--- config.mk ---
export PLATFORM = sky130hd
export DESIGN_NAME = mouse_source_arbiter
export DESIGN_NICKNAME = d
export VERILOG_FILES = /design/src/rtl/mouse_source_arbiter.sv
export SDC_FILE = /design/constraint.sdc
export NUM_CORES = 1
export LEC_CHECK = 0
export ABC_AREA = 1
export CAP_MARGIN = 10
export CORE_UTILIZATION = 30
export CTS_BUF_LIST = sky130_fd_sc_hd__clkbuf_2 sky130_fd_sc_hd__clkbuf_4 sky130_fd_sc_hd__clkbuf_8
export CTS_CLUSTER_SIZE = 30
export DETAILED_ROUTE_END_ITERATION = 8
export DONT_BUFFER_PORTS = 1
export MAX_ROUTING_LAYER = met4
export SYNTH_ARGS = -nofsm -noshare
export SYNTH_HDL_FRONTEND = slang
export SYNTH_SLANG_ARGS = --single-unit
--- constraint.sdc ---
create_clock -name clk -period 3.5 [get_ports clk]
set_clock_uncertainty 0.15 [all_clocks]
set_input_delay 0 -clock clk [delete_from_list [all_inputs] [get_ports clk]]
set_output_delay 0 -clock clk [all_outputs]
set_load 0.005 [all_outputs]
--- src/rtl/mouse_source_arbiter.sv ---
// Merges USB (A) and PS/2 (B) relative mouse sources into one paced
// toggle stream for the serial mouse emitter.
module mouse_source_arbiter #(
  parameter int CLKFREQ    = 50_000_000,
  parameter int GAP_CYCLES = CLKFREQ / 40
) (
  input  logic       clk,
  input  logic       reset,
  input  logic [7:0] a_x,
  input  logic [7:0] a_y,
  input  logic [2:0] a_b,
  input  logic       a_upd,
  input  logic [7:0] b_x,
  input  logic [7:0] b_y,
  input  logic [2:0] b_b,
  input  logic       b_upd,
  input  logic       en_a,
  input  logic       en_b,
  output logic [7:0] ms_x,
  output logic [7:0] ms_y,
  output logic [2:0] ms_b,
  output logic       ms_upd,
  output logic       ms_src
);

  localparam int TW = (GAP_CYCLES > 2) ? $clog2(GAP_CYCLES) : 1;

  typedef enum logic {IDLE, GAP} state_t;

  state_t        state;
  logic [TW-1:0] timer;
  logic          last_grant;
  logic          prev_a_upd;
  logic          prev_b_upd;

  logic [7:0] acc_x [2];
  logic [7:0] acc_y [2];
  logic [2:0] btn   [2];
  logic [1:0] pending;

  logic [7:0] dx [2];
  logic [7:0] dy [2];
  logic [2:0] db [2];
  logic [1:0] en;
  logic [1:0] ev;
  logic [1:0] pend_eff;
  logic [1:0] take;
  logic       grant_v;
  logic       g;

  logic [7:0] nxt_x [2];
  logic [7:0] nxt_y [2];
  logic [2:0] nxt_b [2];
  logic [1:0] nxt_p;

  // Add two signed bytes in 9 bits and clamp instead of wrapping.
  function automatic logic [7:0] sat8(input logic [7:0] a,
                                      input logic [7:0] b);
    logic [8:0] sum;
    sum = {a[7], a} + {b[7], b};
    if (sum[8] != sum[7])
      return sum[8] ? 8'h80 : 8'h7F;
    return sum[7:0];
  endfunction

  assign dx[0] = a_x;
  assign dx[1] = b_x;
  assign dy[0] = a_y;
  assign dy[1] = b_y;
  assign db[0] = a_b;
  assign db[1] = b_b;
  assign en    = {en_b, en_a};
  assign ev[0] = en_a & (a_upd != prev_a_upd);
  assign ev[1] = en_b & (b_upd != prev_b_upd);

  // Grant selection and next accumulator state for both sources.
  always_comb begin
    pend_eff = pending & en;
    grant_v  = (state == IDLE) && (pend_eff != 2'b00);
    g        = (pend_eff == 2'b11) ? ~last_grant : pend_eff[1];
    take     = 2'b00;
    take[g]  = grant_v;
    nxt_p    = 2'b00;
    for (int s = 0; s < 2; s++) begin
      nxt_x[s] = take[s] ? 8'h00 : acc_x[s];
      nxt_y[s] = take[s] ? 8'h00 : acc_y[s];
      nxt_b[s] = btn[s];
      nxt_p[s] = pending[s] & ~take[s];
      if (!en[s]) begin
        nxt_x[s] = 8'h00;
        nxt_y[s] = 8'h00;
        nxt_b[s] = 3'b000;
        nxt_p[s] = 1'b0;
      end else if (ev[s]) begin
        nxt_x[s] = sat8(nxt_x[s], dx[s]);
        nxt_y[s] = sat8(nxt_y[s], dy[s]);
        nxt_b[s] = db[s];
        nxt_p[s] = 1'b1;
      end
    end
  end

  // Accumulators, pacing FSM and registered outputs.
  always_ff @(posedge clk) begin
    prev_a_upd <= a_upd;
    prev_b_upd <= b_upd;
    if (reset) begin
      ms_x       <= 8'h00;
      ms_y       <= 8'h00;
      ms_b       <= 3'b000;
      ms_upd     <= 1'b0;
      ms_src     <= 1'b0;
      last_grant <= 1'b1;
      timer      <= '0;
      state      <= IDLE;
      pending    <= 2'b00;
      for (int s = 0; s < 2; s++) begin
        acc_x[s] <= 8'h00;
        acc_y[s] <= 8'h00;
        btn[s]   <= 3'b000;
      end
    end else begin
      pending <= nxt_p;
      for (int s = 0; s < 2; s++) begin
        acc_x[s] <= nxt_x[s];
        acc_y[s] <= nxt_y[s];
        btn[s]   <= nxt_b[s];
      end
      unique case (state)
        IDLE: begin
          if (grant_v) begin
            ms_x       <= acc_x[g];
            ms_y       <= acc_y[g];
            ms_b       <= (btn[0] & {3{en_a}})
                        | (btn[1] & {3{en_b}});
            ms_src     <= g;
            ms_upd     <= ~ms_upd;
            last_grant <= g;
            timer      <= TW'(GAP_CYCLES - 2);
            state      <= GAP;
          end
        end
        GAP: begin
          if (timer == '0) state <= IDLE;
          else             timer <= timer - 1'b1;
        end
        default: state <= IDLE;
      endcase
    end
  end

endmodule
Yosys cells after proc, flatten, opt, wreduce, memory -nomap -nowiden
Memories as Yosys holds them, arrays and structs flattened. A register that Yosys moved wholly into a read port is not among the register bits. Index checks and enable logic that the tools add are counted.

RAM bits: 38. Bits in read-only memories: 0. Flip-flop bits (word level): 32. Memories kept: 3. Latch bits: 0. Input port bits: 44. Word-level logic and storage cells: 119.

Memories: acc_x (depth 2, width 8, read ports 3, clocked after memory_dff 1, wr ports 2, RTL line 36) `logic [7:0] acc_x [2];`; acc_y (depth 2, width 8, read ports 3, clocked after memory_dff 1, wr ports 2, RTL line 37) `logic [7:0] acc_y [2];`; btn (depth 2, width 3, read ports 2, clocked after memory_dff 0, wr ports 2, RTL line 38) `logic [2:0] btn [2];`.

Div/mod/pow operators: 0. Bitwise logic cells: 22. $mul: 0. Equal/unequal tests: 9. $add $sub $neg: 5. Magnitude comparators: 2. Muxes and demuxes: 60. Shifts and indexed selects: 0. Reduce and logical (&&, ||, !) cells: 8.

Operators by type and width (count): $mux 8 (28); $mux 21 (2); $pmux 21 s2 (1); $add 8x8->9 (4); $logic_not 21->1 (1); $mux 1 (21); $sub 21x1->21 const B (1); $mux 3 (6); $not 1->1 (7); $and 3x3->3 (2); $ne 1x1->1 (6); $or 1x1->1 (6); $and 1x1->1 (4); $and 2x2->2 (2); $ne 2x2->1 const B (2); $reduce_and 2->1 (2); $reduce_or 2->1 (2); $or 3x3->3 (1); $eq 2x2->1 const B (1); $logic_and 1x1->1 (2); $lt 1x2->1 const B (1); $pmux 1 s2 (1); $reduce_bool 2->1 (1); $demux 1 s1 (1); $ge 1x1->1 const B (1).

Longest topological paths before layout
Depth in word-level cells: 18. Gate-level depth with buffers: 19.

Least setup slack after synthesis
Ideal clock, no wire load.

Kind: register to register. Start: reg state. End: mem acc_x[0][0]. Library setup time: 0.070 ns. Cell stages (with the launch flop): 19. Setup slack: 0.952 ns. Buffers on the path: 2. Arrival: 2.328 ns. Required time: 3.280 ns. Cell sequence: dfxtp_1 buf_4 inv_1 nand2_2 nor2_2 buf_2 nor2_1 ha_1 inv_1 fa_1 inv_1 nand3_1 nand2_1 nand3_1 nand2_1 nand2_1 nand2_1 nand3_1 a21oi_1.

RTL lines: from (decl) (RTL line 30) `state_t state;`; from (signal assigned) (RTL line 115) `state <= IDLE;`; from (signal assigned) (RTL line 140) `state <= GAP;`; from (signal assigned) (RTL line 144) `if (timer == '0) state <= IDLE;`; to (decl) (RTL line 36).

==> results_dict.tcl <==
set metrics [dict create \
    fp-row-count 48 \
    areaGrowthSynthToFinish_pct 15.5 \
    synth_compound_area_frac 0.160 \
    dpl.cell_count 1028 \
    final_common_cell "nand2_1" \
    synth_edf_count 0 \
    ant_nets 0 \
    synth_fp_nets 901 \
    grt_pass1_wl_mm 23.2 \
    wl_met2_mm 6.80 \
    initial_core_util 0.311 \
    vias 5121 \
    fillCellCount 1863 \
    cts_max_level 3 \
    end_kind "flip-flop" \
    routabilityCongestion 0.831 \
    synth.area.mux_share 0 \
    hpwl_mm 10.6 \
    grt_max_degree 38 \
    timing.final.crit_share 0.909 \
    min_path_type "input port to flip-flop" \
    synth_seq_cells 86 \
    synth_xor_xnor_area_share 0.0467 \
    synth_simple_gate_area_frac 0.291 \
    dieArea_mm2 0.0187 \
    grt_overflow 0 \
    crit_type "flip-flop to flip-flop" \
    path_clk_slew_ns 0.10 \
    setup_viol 0 \
    critical_path_required_ns 3.66 \
    reg2reg_from "pending[0]$_SDFF_PP0_" \
    synth-async-reset-ratio 0 \
    drt_iter0_markers 294 \
    top_layer "met4" \
    final_cells 1088 \
    synth_warnings 0 \
    wire_per_inst_um 12.8 \
    leakage_nw 3.04 \
    layout_common_cells "nand2_1 (244), inv_1 (104), dfxtp_1 (86)" \
    vias_per_cell 4.71 \
    avgSynthCellArea_um2 6.63 \
    post_route_cells_drive_above_1_share 0.0498 \
    synth_adder_area_share 0.0907 \
    reg2reg_depth 18 \
    min_to "acc_x[1][7]$_SDFF_PP0_" \
    drc 0 \
    synth_top_family_by_area "simple AND/OR/NAND/NOR gates" \
    drt-pass1-iter-count 5 \
    grt_usage 0.162 \
    whs_path_depth 7 \
    finalSetupTns_ns 0 \
    clk-insertion-delay-late_ns 0.38 \
    antenna_found_initial 0 \
    yosysUniqueCellTypes 39 \
    cts_root_buf "clkbuf_8" \
    numPortBuffers 0 \
    fp.coreArea_mm2 0.0175 \
    synth_ff_type "dfxtp_1" \
    cts_tree "done" \
    synth_area_mm2 0.00544 \
    r2r_end "acc_y[1][6]$_SDFF_PP0_" \
    die_w_um 137 \
    cts_inserted_buffers 9 \
    crit_fanout 19 \
    worstMarginPinSlew_ns 1.04 \
    slew_headroom 0.306 \
    finalHoldViolCount 0 \
    ioPinCount 65 \
    clock_path_buffers 2 \
    timing.final.crit_period_ns 3.18 \
    cts_num_sinks 86 \
    syn_inst 820 \
    rsz0062_at_grt "no" \
    drv_slew 0 \
    grt_pass1_vias 4846 \
    crit_arrival_ns 3.34 \
    diodes 0 \
    cp-start-kind "flip-flop" \
    min_from "b_x[7]" \
    r2r_slack_ns 0.32 \
    die_y_um 137 \
    wl_met3_um 795 \
    ir_drop_mv 0.278 \
    p_per_area_mw_per_mm2 390 \
    nets 939 \
    fmax_mhz 314 \
    cap_violations 0 \
    met1Wirelength_mm 6.21 \
    status "complete, no violations" \
    totalWireLength_mm 13.9 \
    seq_area_frac_synth 0.317 \
]
registers in the layout, indices dropped and copies added, names as in the netlist:
| signal | count |
|---|---|
| timer | 21 |
| prev_a_upd | 1 |
| acc_x | 16 |
| state | 1 |
| acc_y | 16 |
| ms_y | 8 |
| last_grant | 1 |
| ms_src | 1 |
| prev_b_upd | 1 |
| ms_upd | 1 |
| ms_b | 3 |
| pending | 2 |
| ms_x | 8 |
| btn | 6 |
worst max-delay path, stage by stage, from the launching register on:
cell	delay, ns
dfxtp_1	0.37
nand3_1	0.08
nand2_1	0.12
nor2_4	0.05
clkinv_2	0.19
nand2_1	0.08
inv_1	0.08
ha_1	0.16
inv_1	0.05
fa_1	0.39
nand3b_1	0.17
nand2_1	0.11
nand2_1	0.09
o21ai_0	0.15
nand2_1	0.07
nand2_1	0.06
dlygate4sd3_1	0.54
nand2_1	0.05
a21oi_1	0.14
metrics by stage:
| stage | total power [mW] | hold WS [ns] | util | worst slack, ns | area (um^2) |
|---|---|---|---|---|---|
| after global placement | 1.72 | -0.122 | 0.323 | 0.502 | 5640 |
| final | 2.45 | 0.0111 | 0.359 | 0.318 | 6280 |
| after CTS | 2.46 | 0.00461 | 0.359 | 0.224 | 6280 |
| after detailed placement | 1.73 | -0.122 | 0.323 | 0.481 | 5640 |
| after floorplan | 1.61 | -0.122 | - | 0.952 | 5440 |
| after global routing | 2.62 | 0.0411 | 0.359 | 0.0457 | 6280 |
cells by family after synthesis:
| kind of cell | Yosys count |
|---|---|
| and+or+nand+nor | 383 |
| adders and majority gates | 37 |
| xor gates and xnor gates | 29 |
| AOI/OAI and AO/OA | 157 |
| DFF | 86 |
| buffers and inverters | 128 |
synthesized netlist by cell type, drive strengths merged (9+ instances only):
master | count | area (um^2)
inv | 106 | 398
nand3 | 32 | 165
clkbuf | 9 | 33.8
xor2 | 21 | 184
nand4 | 9 | 56.3
nor2 | 80 | 320
ha | 33 | 413
o21ai | 48 | 240
a21oi | 81 | 428
nand2 | 247 | 945
dfxtp | 86 | 1720
buf | 12 | 78.8
a31oi | 11 | 68.8
repair_timing:
item | in CTS | in global routing
gates resized for setup | 0 | 1
endpoints found under the hold margin | 84 | 0
hold buffers | 44 | 0
endpoints found under the setup margin | 0 | 1
setup buffers | 0 | 0
routing by layer:
layer	global-route usage	vias up
met3	0.0370	12
met1	0.193	2300
met4	0.0377	0
met5	-	-
met2	0.275	95
li1	-	2714
power breakdown:
group          internal [mW]  switching [mW]  total [mW]
combinational          0.267           0.434       0.701
clock                  0.303           0.379       0.682
sequential              1.02          0.0387        1.06
worst max-delay path by stage:
stage / start / end / slack, ns / cells after the start
floorplan: state$_SDFF_PP0_ / acc_x[0][0]$_SDFF_PP0_ / 0.95 / 18
global placement: pending[0]$_SDFF_PP0_ / acc_y[1][0]$_SDFF_PP0_ / 0.50 / 17
detailed placement: pending[0]$_SDFF_PP0_ / acc_y[1][6]$_SDFF_PP0_ / 0.48 / 17
CTS: pending[0]$_SDFF_PP0_ / acc_y[1][6]$_SDFF_PP0_ / 0.22 / 18
global route: pending[0]$_SDFF_PP0_ / acc_y[1][6]$_SDFF_PP0_ / 0.05 / 18
finish: pending[0]$_SDFF_PP0_ / acc_y[1][6]$_SDFF_PP0_ / 0.32 / 18
layout make-up:
type,count,area [um^2],area share
clock inverters,5,40.0,0.00638
flip-flops and latches,86,1720,0.274
repair buffers,48,480,0.0765
inverters,107,408,0.0650
clock buffers,11,151,0.0241
multi-input cells,606,3200,0.509
well taps,225,282,0.0448
Note: power is estimated with default switching activity, not from simulation.
